===== src/rtl/freq_counter_tx_if.sv =====
// AXI-Stream byte link used by the frequency meter display path.
// Carries one byte per handshake plus destination id and packet end.
interface axi_if;
  logic       tvalid;
  logic       tready;
  logic [7:0] tdata;
  logic [7:0] tid;
  logic       tlast;

  modport master (
    output tvalid, tdata, tid, tlast,
    input  tready
  );

  modport slave (
    input  tvalid, tdata, tid, tlast,
    output tready
  );
endinterface


===== src/rtl/freq_counter_tx.sv =====
// Gated edge counter streaming each 32-bit count as a 4-byte packet.
// Define FREQ_CNT_SATURATE_EN to saturate the count instead of wrapping.
module freq_counter_tx #(
  parameter int unsigned GATE_CYCLES = 100_000_000,
  parameter logic [7:0]  DEST_ID     = 8'hFF
) (
  input  logic  clk,
  input  logic  rst,
  input  logic  sig_in,
  output logic  meas_valid,
  output logic  overrun,
  axi_if.master axi
);

  localparam logic IDLE = 1'b0;
  localparam logic SEND = 1'b1;
  localparam logic [31:0] GATE_LAST = 32'(GATE_CYCLES - 1);

  logic        s1, s2, s3;
  logic        edge_p;
  logic [31:0] gate_cnt;
  logic [31:0] edge_cnt;
  logic [31:0] edge_inc;
  logic [31:0] result;
  logic [31:0] shreg;
  logic        gate_end;
  logic        state;
  logic [1:0]  idx;
  logic        fin;
  logic [7:0]  byte_sel;

  always_ff @(posedge clk) begin
    if (rst) begin
      s1     <= 1'b0;
      s2     <= 1'b0;
      s3     <= 1'b0;
      edge_p <= 1'b0;
    end else begin
      s1     <= sig_in;
      s2     <= s1;
      s3     <= s2;
      edge_p <= s2 & ~s3;
    end
  end

  assign gate_end = (gate_cnt == GATE_LAST);

  always_ff @(posedge clk) begin
    if (rst || gate_end) gate_cnt <= '0;
    else                 gate_cnt <= gate_cnt + 32'd1;
  end

`ifdef FREQ_CNT_SATURATE_EN
  assign edge_inc = (&edge_cnt) ? edge_cnt : edge_cnt + 32'd1;
`else
  assign edge_inc = edge_cnt + 32'd1;
`endif

  // an edge in the closing cycle still belongs to the closing window
  assign result = edge_p ? edge_inc : edge_cnt;

  always_ff @(posedge clk) begin
    if (rst || gate_end) edge_cnt <= '0;
    else if (edge_p)     edge_cnt <= edge_inc;
  end

  assign fin = (state == SEND) && axi.tready && (idx == 2'd3);

  always_ff @(posedge clk) begin
    if (rst) begin
      state   <= IDLE;
      idx     <= 2'd0;
      shreg   <= '0;
      overrun <= 1'b0;
    end else begin
      unique case (state)
        IDLE: begin
          if (gate_end) begin
            state <= SEND;
            idx   <= 2'd0;
            shreg <= result;
          end
        end
        SEND: begin
          if (gate_end && fin) begin
            shreg <= result;
            idx   <= 2'd0;
          end else begin
            if (axi.tready) idx <= idx + 2'd1;
            if (fin)        state <= IDLE;
            if (gate_end)   overrun <= 1'b1;
          end
        end
      endcase
    end
  end

  always_comb begin
    byte_sel = 8'h00;
    unique case (idx)
      2'd0: byte_sel = shreg[31:24];
      2'd1: byte_sel = shreg[23:16];
      2'd2: byte_sel = shreg[15:8];
      2'd3: byte_sel = shreg[7:0];
    endcase
  end

  assign axi.tvalid = (state == SEND);
  assign axi.tdata  = axi.tvalid ? byte_sel : 8'h00;
  assign axi.tid    = axi.tvalid ? DEST_ID : 8'h00;
  assign axi.tlast  = axi.tvalid && (idx == 2'd3);
  assign meas_valid = gate_end && !rst;

endmodule

===== src/flat_wrapper.sv =====
// flat-port wrapper written by rule: the top's interface ports become plain ports
module freq_counter_tx_flat 
#(
  parameter int unsigned GATE_CYCLES = 100_000_000,
  parameter logic [7:0]  DEST_ID     = 8'hFF
)
  (clk, rst, sig_in, meas_valid, overrun, axi_tvalid, axi_tdata, axi_tid, axi_tlast, axi_tready);
  axi_if axi_i ();
  input  logic clk;
  input  logic rst;
  input  logic sig_in;
  output logic meas_valid;
  output logic overrun;
  output wire logic [$bits(axi_i.tvalid)-1:0] axi_tvalid;
  output wire logic [$bits(axi_i.tdata)-1:0] axi_tdata;
  output wire logic [$bits(axi_i.tid)-1:0] axi_tid;
  output wire logic [$bits(axi_i.tlast)-1:0] axi_tlast;
  input wire logic [$bits(axi_i.tready)-1:0] axi_tready;
  assign axi_tvalid = axi_i.tvalid;
  assign axi_tdata = axi_i.tdata;
  assign axi_tid = axi_i.tid;
  assign axi_tlast = axi_i.tlast;
  assign axi_i.tready = axi_tready;
  freq_counter_tx #(.GATE_CYCLES(GATE_CYCLES), .DEST_ID(DEST_ID)) u_core (.clk(clk), .rst(rst), .sig_in(sig_in), .meas_valid(meas_valid), .overrun(overrun), .axi(axi_i));
endmodule

===== config.mk =====
export PLATFORM = sky130hd
export DESIGN_NAME = freq_counter_tx_flat
export DESIGN_NICKNAME = d
export VERILOG_FILES = /design/src/rtl/freq_counter_tx_if.sv /design/src/rtl/freq_counter_tx.sv /design/src/flat_wrapper.sv
export SDC_FILE = /design/constraint.sdc
export NUM_CORES = 1
export LEC_CHECK = 0
export BUFFER_PORTS_ARGS = -buffer_cell sky130_fd_sc_hd__buf_2
export CORE_MARGIN = 3
export CORE_UTILIZATION = 44
export DETAILED_ROUTE_END_ITERATION = 8
export PLACE_DENSITY = 0.58
export SLEW_MARGIN = 25
export SYNTH_ARGS = -nofsm -noshare
export SYNTH_HDL_FRONTEND = slang
export SYNTH_SLANG_ARGS = --single-unit

===== constraint.sdc =====
create_clock -name clk -period 2.4 [get_ports clk]
set_input_delay 0.12 -clock clk [delete_from_list [all_inputs] [get_ports clk]]
set_output_delay 0.12 -clock clk [all_outputs]
set_load 0.02 [all_outputs]

==> After elaboration in Yosys (flattened, before gate mapping) <==
Cells that the tools add are included.
{ "op_classes": {"n_mux": 15, "bitwise_logic": 4, "addsub": 3, "n_eq_ne": 7, "reduce_logical": 11} }
{ "op_table": {"columns": ["op", "n"], "rows": [
  ["32-bit two-way mux", 3],
  ["32-bit by 1-bit adder with 32-bit output (second input constant)", 2],
  ["32-bit one-hot mux with 2 select lines", 1],
  ["32-bit by 27-bit == test with 1-bit output (second input constant)", 1],
  ["8-bit one-hot mux with 4 select lines", 1],
  ["8-bit two-way mux", 2],
  ["2-bit two-way mux", 3],
  ["1-bit logical AND", 5],
  ["2-bit == test (second input constant)", 2],
  ["2-bit one-hot mux with 2 select lines", 1],
  ["2-bit AND reduction", 2],
  ["1-bit two-way mux", 3],
  ["3-bit inequality test (second input constant)", 1],
  ["1-bit NOT", 3],
  ["3-bit AND reduction", 1],
  ["2-bit by 1-bit adder with 2-bit output (second input constant)", 1],
  ["2-bit by 1-bit == test with 1-bit output (second input constant)", 1],
  ["2-bit zero test", 1],
  ["2-bit by 1-bit inequality test with 1-bit output (second input constant)", 1],
  ["2-bit inequality test (second input constant)", 1],
  ["1-bit one-hot mux with 2 select lines", 1],
  ["1-bit AND", 1],
  ["1-bit zero test", 1],
  ["1-bit logical OR", 1]
]} }
{ "word_totals": {"ff_bits": 104, "out_inout_bits": 20, "input_bits": 4} }

==> Logic depth before layout (Yosys ltp) <==
Gate-level depths: netlist of the first run.
{ "logic_depth": {"ltp_word": 5, "depth_mapped": 8, "depth_no_buf": 6} }

==> Worst setup path before layout of the first run <==
OpenSTA, ideal clock, no wires.
{ "synth_path": {"path_type": "flip-flop to flip-flop", "startpoint": "reg u_core.gate_cnt[0]", "endpoint": "reg u_core.shreg[28]", "setup_slack_ns": 0.556, "setup_time_ns": 0.140, "arrival_ns": 1.704, "path_stages_with_launch": 8, "required_ns": 2.260, "synth_period_minus_slack_ns": 1.844, "n_path_buf": 2, "cell_sequence": "dfxtp_1 -> ha_1 -> nand4_1 -> nand2b_4 -> nor4b_4 -> buf_6 -> buf_4 -> a211oi_1"} }
{ "synth_via": {"elab_chain_len": 4, "elab_cells_between_ends": 5} }
{ "synth_lines": {"columns": ["element", "line", "text"], "rows": [
  ["from (decl)", "freq_counter_tx.sv:21", "logic [31:0] gate_cnt;"],
  ["from (signal assigned)", "freq_counter_tx.sv:50", "else gate_cnt <= gate_cnt + 32'd1;"],
  ["32-bit by 27-bit == test with 1-bit output (*)", "freq_counter_tx.sv:46", "assign gate_end = (gate_cnt == GATE_LAST);"],
  ["1-bit logical AND", "freq_counter_tx.sv:85", "if (gate_end && fin) begin"],
  ["2-bit inequality test (no line)", null, null],
  ["2-bit AND reduction (no line) (*)", null, null],
  ["to (signal assigned)", "freq_counter_tx.sv:81", "shreg <= result;"],
  ["to (signal assigned)", "freq_counter_tx.sv:86", "shreg <= result;"],
  ["to (decl)", "freq_counter_tx.sv:25", "logic [31:0] shreg;"]
]} }
Mark *: on every way between the ends. The rest lies on a longest branch, timed or not.
A chain may end at the register's enable or synchronous reset.

==> Final worst setup path of the first run <==
{ "layout_path": {"startpoint": "reg u_core.gate_cnt[0]", "endpoint": "out meas_valid"} }
{ "layout_via": {"elab_chain_len": 2} }
{ "layout_lines": {"columns": ["element", "line", "text"], "rows": [
  ["32-bit by 27-bit == test with 1-bit output", "freq_counter_tx.sv:46", null],
  ["1-bit logical AND", "freq_counter_tx.sv:112", "assign meas_valid = gate_end && !rst;"],
  ["to (decl)", "flat_wrapper.sv:12", "output logic meas_valid;"]
]} }
No other way between the ends.

==> run_results.csv, run 1 <==
group,metric,value,unit
timing,period_share,93.6,%
grt,grt_pass1_vias,3466,
run_status,outcome,"completed",
synth,ys_ff_latch,104,
critical_path,path_class,"flip-flop to output port",
clock_network,cts_tree,"built",
clock_network,cts-buffers-inserted,9,
timing,finalHoldViolations,0,
die,die_h,110,µm
clock_network,clock_latency,0.38,ns
die,die_x,110,µm
synth,synth_cell_types,45,
final_layout,multi_input_area,2430,µm²
clock_network,htreeDepth,3,
die,start_util,45.8,%
final_layout,drive_above_1_share,14.6,%
synth,yosysTopAreaCell,"dfxtp_1",
grt,grt_max_degree,59,
grt,grt_pass1_wl,16.6,mm
placement,place_hpwl,7.04,mm
synth,ys_warn_count,0,
detailed_routing,wl_per_cell,14.6,µm
final_layout,antenna_cells,0,
detailed_routing,viasPerCell,5.30,
synth,synth_async_sr_flop_share,0,%
timing,worst_pin_slew,0.662,ns
synth,synth_commonest_cells,"nor2_1 (107), dfxtp_1 (104), xor2_1 (39)",
final_layout,fin_util,49.9,%
synth,syn_area,4770,µm²
die,core_area,10400,µm²
pwr,total_leakage_power,1.80,nW
critical_path,crit_end,"meas_valid",
placement,place_congestion,0.791,
die,row_count,37,
synth,syn_area_per_cell,8.99,µm²
pwr,power_density,560,nW/µm²
critical_path,r2r-start,"u_core.gate_cnt[0]",
critical_path,crit_required,2.28,ns
timing,finalSetupViolations,0,
final_layout,layout.nets,558,
synth,synthFlopType,"dfxtp_1",
synth,yosys-top-cells-area,"dfxtp_1 (44%), nor2_1 (8.4%), xor2_1 (7.2%)",
detailed_routing,vias,3650,
grt,overflow,0,
pwr,p_total,2.91,mW
final_layout,seq_area,2090,µm²
pwr,ir_drop,0.403,mV
clock_network,cts_root_buffer,"clkbuf_8",
critical_path,cp-end-kind,"output port",
detailed_routing,drt_wl_total,10.0,mm
timing,fin_crit,2.25,ns
flow_run,maxCapViolations,0,
final_layout,syn2layout_area_growth,8.78,%
timing,slew_headroom,55.5,%
timing,clock_skew,0.0103,ns
detailed_routing,ant_nets,0,
timing,timing.fmax,0.445,GHz
synth,ys_seq_area_share,43.6,%
detailed_routing,first_pass_iters,7,
critical_path,r2r_cells,8,
critical_path,reg2reg_to,"u_core.shreg[10]",
synth,yosys.area.top_type_share,43.6,%
worst_hold_path,hold_class,"primary input to flip-flop",
placement,io_buffers,23,
critical_path,startpoint,"u_core.gate_cnt[0]",
synth,yosysMostFrequentCell,"nor2_1",
critical_path,cp.arrival,2.13,ns
final_layout,fillers,1018,
critical_path,r2r_slack,0.24,ns
critical_path,crit_fanout,5,
grt,antenna_found_initial,0,
clock_network,ctsLongestPathBuffers,2,
clock_network,path_clk_slew,0.09,ns
synth,syn-instance-count,531,
detailed_routing,drt-initial-drc-count,196,
critical_path,critPathLaunchType,"flip-flop",
die,die_area,12100,µm²
synth,syn_nets,541,
die,num_io_pins,24,
timing,drv_slew,0,
synth,synth_edf_count,0,
clock_network,cts_sinks,104,
detailed_routing,drc,0,
grt,grtUsageTotal,17.8,%
-- how the worst min path moves through the flow --
stage               startpoint             end  slack, ns  cells past startpoint
floorplan               sig_in       u_core.s1       0.25                      1
global placement        sig_in       u_core.s1       0.34                      2
detailed placement      sig_in       u_core.s1       0.35                      2
CTS                        rst  u_core.overrun       0.09                      2
global route               rst  u_core.overrun        0.1                      2
finish                     rst  u_core.overrun       0.10                      2
-- area by class of cell --
cell class              instances  share of cell area, %
inverters                       7                  0.506
clock inverters                 5                   1.04
clock buffers                  11                   2.91
multi-input cells             383                   46.7
repair buffers                 43                   5.40
flip-flops and latches        104                   40.2
well taps                     136                   3.28
-- cell families after synthesis --
group / count (synthesis) / share of synthesized area, %
simple gates: 258 / 28.4
flops: 104 / 43.6
compound gates: 60 / 9.70
xor+xnor: 58 / 10.6
buf+inv: 44 / 5.87
fa+ha+maj: 6 / 1.57
mux: 1 / 0.210
-- stage by stage --
step	cells	setup TNS (ns)	instance area [µm²]	hold WS, ns	setup WS [ns]
final	689	0	5190	0.103	0.153
after global routing	689	-0.0110	5190	0.100	-0.0110
after CTS	685	0	5150	0.0879	0.0408
after detailed placement	668	0	4940	0.354	0.317
after global placement	668	0	4940	0.341	0.436
after floorplan	531	0	4770	0.248	0.556
-- state kept, by name, indices dropped and copies added (netlist names) --
register           flops
u_core.s2              1
u_core.s3              1
u_core.gate_cnt       32
u_core.shreg          32
u_core.edge_p          1
u_core.edge_cnt       32
u_core.axi.tvalid      1
u_core.idx             2
u_core.overrun         1
u_core.s1              1
-- layout by cell type (no fill, tap or decap), drive strengths merged --
| cell | instances |
|---|---|
| nor2 | 108 |
| dfxtp | 104 |
| buf | 42 |
| xor2 | 39 |
| nand4 | 33 |
| a211oi | 31 |
| nand2 | 29 |
| xnor2 | 19 |
| nand3 | 16 |
| and2 | 14 |
| o21ai | 12 |
| clkbuf | 11 |
| and4 | 10 |
| nor4 | 10 |
| and3 | 9 |
| a222oi | 8 |
| inv | 8 |
| nor3 | 7 |
| nor2b | 6 |
| ha | 6 |
| nor4b | 5 |
| a21oi | 4 |
| clkinv | 3 |
| or2 | 3 |
| or3 | 2 |
| a21boi | 2 |
| nand3b | 2 |
| nand2b | 2 |
| or4 | 1 |
| mux2i | 1 |
| and3b | 1 |
| a2111o | 1 |
| o32ai | 1 |
| o21ba | 1 |
| bufinv | 1 |
| dlygate4sd3 | 1 |
-- metal layers --
metal  track usage, %  part of all wire, %
met5                0                    0
met4             6.95                  2.0
met3             4.19                  4.9
met2             29.9                   47
met1             22.0                   46
-- timing repair --
| item | 4_1_cts | 5_1_grt |
|---|---|---|
| setup endpoints to repair | 0 | 1 |
| resized for setup | 0 | 5 |
| buffers inserted | 0 | 4 |
| hold buffers | 1 | 0 |
| endpoints found under the hold margin | 1 | 0 |
-- power by group --
group          internal [mW]  total (mW)  switching, mW  leakage, nW
logic                 0.0159      0.0514         0.0355        0.850
registers               1.73        1.74        0.00618        0.840
clock network          0.538        1.12          0.584        0.109
total                   2.28        2.91          0.626         1.80
-- critical path, stage by stage (launching register included) --
cell      delay (ns)
dfxtp_1         0.38
ha_2            0.22
nand4_1         0.20
nand2b_4        0.21
or4_1           0.40
nor2_1          0.15
buf_2           0.19
No activity file was read; power rests on OpenSTA's default activity.
==> inputs of run 2 (changes only) <==
==> constraint.sdc (replaced) <==
create_clock -name clk -period 2.8 [get_ports clk]
set_input_delay 0.14 -clock clk [delete_from_list [all_inputs] [get_ports clk]]
set_output_delay 0.14 -clock clk [all_outputs]
set_load 0.02 [all_outputs]
==> run 2 against run 1 <==
Net effect:
- clock power down 14%
- setup slack better by 0.25 ns
- total power is 14% lower
- sequential cell count is the same
- design area shrank 1.6%
- critical endpoint is now u_core.gate_cnt[27]
- largest cell class unchanged
==> run_results.csv, run 2 (synthesis gave the netlist of run 1 again) <==
group,metric,value,unit
clock_network,ctsLongestPathBuffers,2,
final_layout,layout_commonest_cell,"nor2_1",
final_layout,layout_common_cells,"nor2_1 (107), dfxtp_1 (104), xor2_1 (39)",
pwr,intPower,1.92,mW
die,num_io_pins,24,
final_layout,final_area,5110,µm²
detailed_routing,viasPerCell,5.42,
detailed_routing,drt_wl_total,10.1,mm
worst_hold_path,hold_class,"primary input to flip-flop",
die,die_area,12100,µm²
critical_path,cp-end-kind,"flip-flop",
grt,overflow,0,
clock_network,cts_sinks,104,
die,die_h,110,µm
clock_network,post_cts_buffers,0,
clock_network,cts_root_buffer,"clkbuf_8",
final_layout,reg_top3,"u_core.edge_cnt: 32 flops, u_core.gate_cnt: 32 flops, u_core.shreg: 32 flops",
die,row_count,37,
pwr,p_comb_share,1.8,%
pwr,swShare,23.1,%
detailed_routing,first_pass_iters,5,
critical_path,crit_required,3.06,ns
timing,tns,0,ns
timing,finalSetupViolations,0,
placement,place_hpwl,6.87,mm
critical_path,critPathLaunchType,"flip-flop",
critical_path,cp.arrival,2.66,ns
clock_network,cts-buffers-inserted,9,
clock_network,cts_tree,"built",
die,core_area,10400,µm²
final_layout,syn2layout_area_growth,7.00,%
detailed_routing,wl_per_cell,14.9,µm
detailed_routing,ant_nets,0,
clock_network,path_clk_slew,0.10,ns
pwr,switching_power,575,µW
pwr,power_density,488,nW/µm²
final_layout,layout.nets,547,
pwr,power.clock.fraction,38.5,%
critical_path,crit_chain,"ha_1 > nand4_1 > nand2b_4 > nor4_4 > or2_2 > buf_12 > nor2_1",
flow_run,maxCapViolations,0,
timing,period_share,85.5,%
final_layout,drive_above_1_share,12.0,%
timing,clock_skew,0.0162,ns
die,start_util,45.8,%
grt,grt_pass1_vias,3423,
final_layout,fin_cells,678,
grt,antenna_found_initial,0,
timing,worst_pin_slew,0.897,ns
clock_network,htreeDepth,3,
timing,rsz0062_at_grt,"false",
detailed_routing,drt-initial-drc-count,203,
critical_path,slowest_delay,0.48,ns
timing,fin_crit,2.39,ns
placement,io_buffers,23,
final_layout,antenna_cells,0,
detailed_routing,vias,3675,
pwr,pwr-share-seq,59.7,%
clock_network,clock_latency,0.37,ns
placement,placedCellCount,661,
timing,finalHoldViolations,0,
critical_path,cp_slowest_cell,"or2_2",
critical_path,path_class,"flip-flop to flip-flop",
grt,grt_pass1_wl,17.0,mm
placement,placed_area,4900,µm²
die,die_x,110,µm
pwr,total_leakage_power,1.73,nW
placement,place_congestion,0.779,
timing,drv_slew,0,
run_status,outcome,"completed",
timing,timing.fmax,0.418,GHz
pwr,ir_drop,0.265,mV
timing,slew_headroom,39.6,%
critical_path,crit_fanout,44,
grt,grtUsageTotal,17.9,%
detailed_routing,drc,0,
grt,grt_max_degree,59,
run 2: changes by cell type in the layout (fill, tap and decap cells not counted), sizes merged:
cell | previous run | this run
clkbuf | 11 | 9
clkinvlp | 0 | 3
clkinv | 3 | 1
inv | 8 | 9
buf | 42 | 31
run 2: critical path, delay by kind of cell (launching register included):
kind | cells | cell delay [ns]
simple gates | 5 | 1.38
fa+ha+maj | 1 | 0.21
flops | 1 | 0.38
buf+inv | 1 | 0.29
run 2: power by group through the flow:
stage / clock network (mW) / logic [mW] / registers, mW
after CTS: 0.987 / 0.0464 / 1.49
final: 0.959 / 0.0447 / 1.49
after global routing: 1.06 / 0.0501 / 1.49
after global placement: 0 / 0.0437 / 1.52
after detailed placement: 0 / 0.0448 / 1.52
after floorplan: 0 / 0.0387 / 1.52
run 2: cell type report:
cell class	count	area (µm²)
Tap cell	136	170
Inverter	7	26.3
Sequential cell	104	2080
Multi-Input combinational cell	383	2420
Timing Repair Buffer	32	210
Clock buffer	9	124
Clock inverter	7	78.8
Fill cell	1015	5310
run 2: timing repair:
item / 4_1_cts / 5_1_grt
resized for setup: 0 / 0
setup endpoints to repair: 0 / 0
hold buffers: 1 / 0
hold endpoints to repair: 1 / 0
run 2: layer usage:
| layer | vias up | track usage [%] | part of all wire, % |
|---|---|---|---|
| li1 | 1858 | - | - |
| met1 | 1725 | 24.0 | 48 |
| met2 | 74 | 28.2 | 45 |
| met3 | 18 | 3.79 | 4.0 |
| met4 | 0 | 6.77 | 2.2 |
| met5 | - | 0 | 0 |
run 2: through the flow:
stage | power [mW] | hold WS [ns] | setup WS (ns) | utilization (%)
3_3_place_gp | 1.57 | 0.367 | 0.486 | 47.0
6_report | 2.49 | 0.131 | 0.407 | 49.0
5_1_grt | 2.60 | 0.133 | 0.175 | 49.0
4_1_cts | 2.52 | 0.114 | 0.375 | 49.0
2_1_floorplan | 1.56 | 0.268 | 0.956 | -
3_5_place_dp | 1.57 | 0.362 | 0.401 | 47.0
run 2: final timing paths:
kind                            slack (ns)               start             endpoint  cells past startpoint
worst min-delay path                  0.13          axi_tready        u_core.idx[1]                      3
worst max register to register        0.41  u_core.gate_cnt[0]  u_core.gate_cnt[27]                      7
worst max-delay path                  0.41  u_core.gate_cnt[0]  u_core.gate_cnt[27]                      7
worst min register to register        0.39           u_core.s3        u_core.edge_p                      1
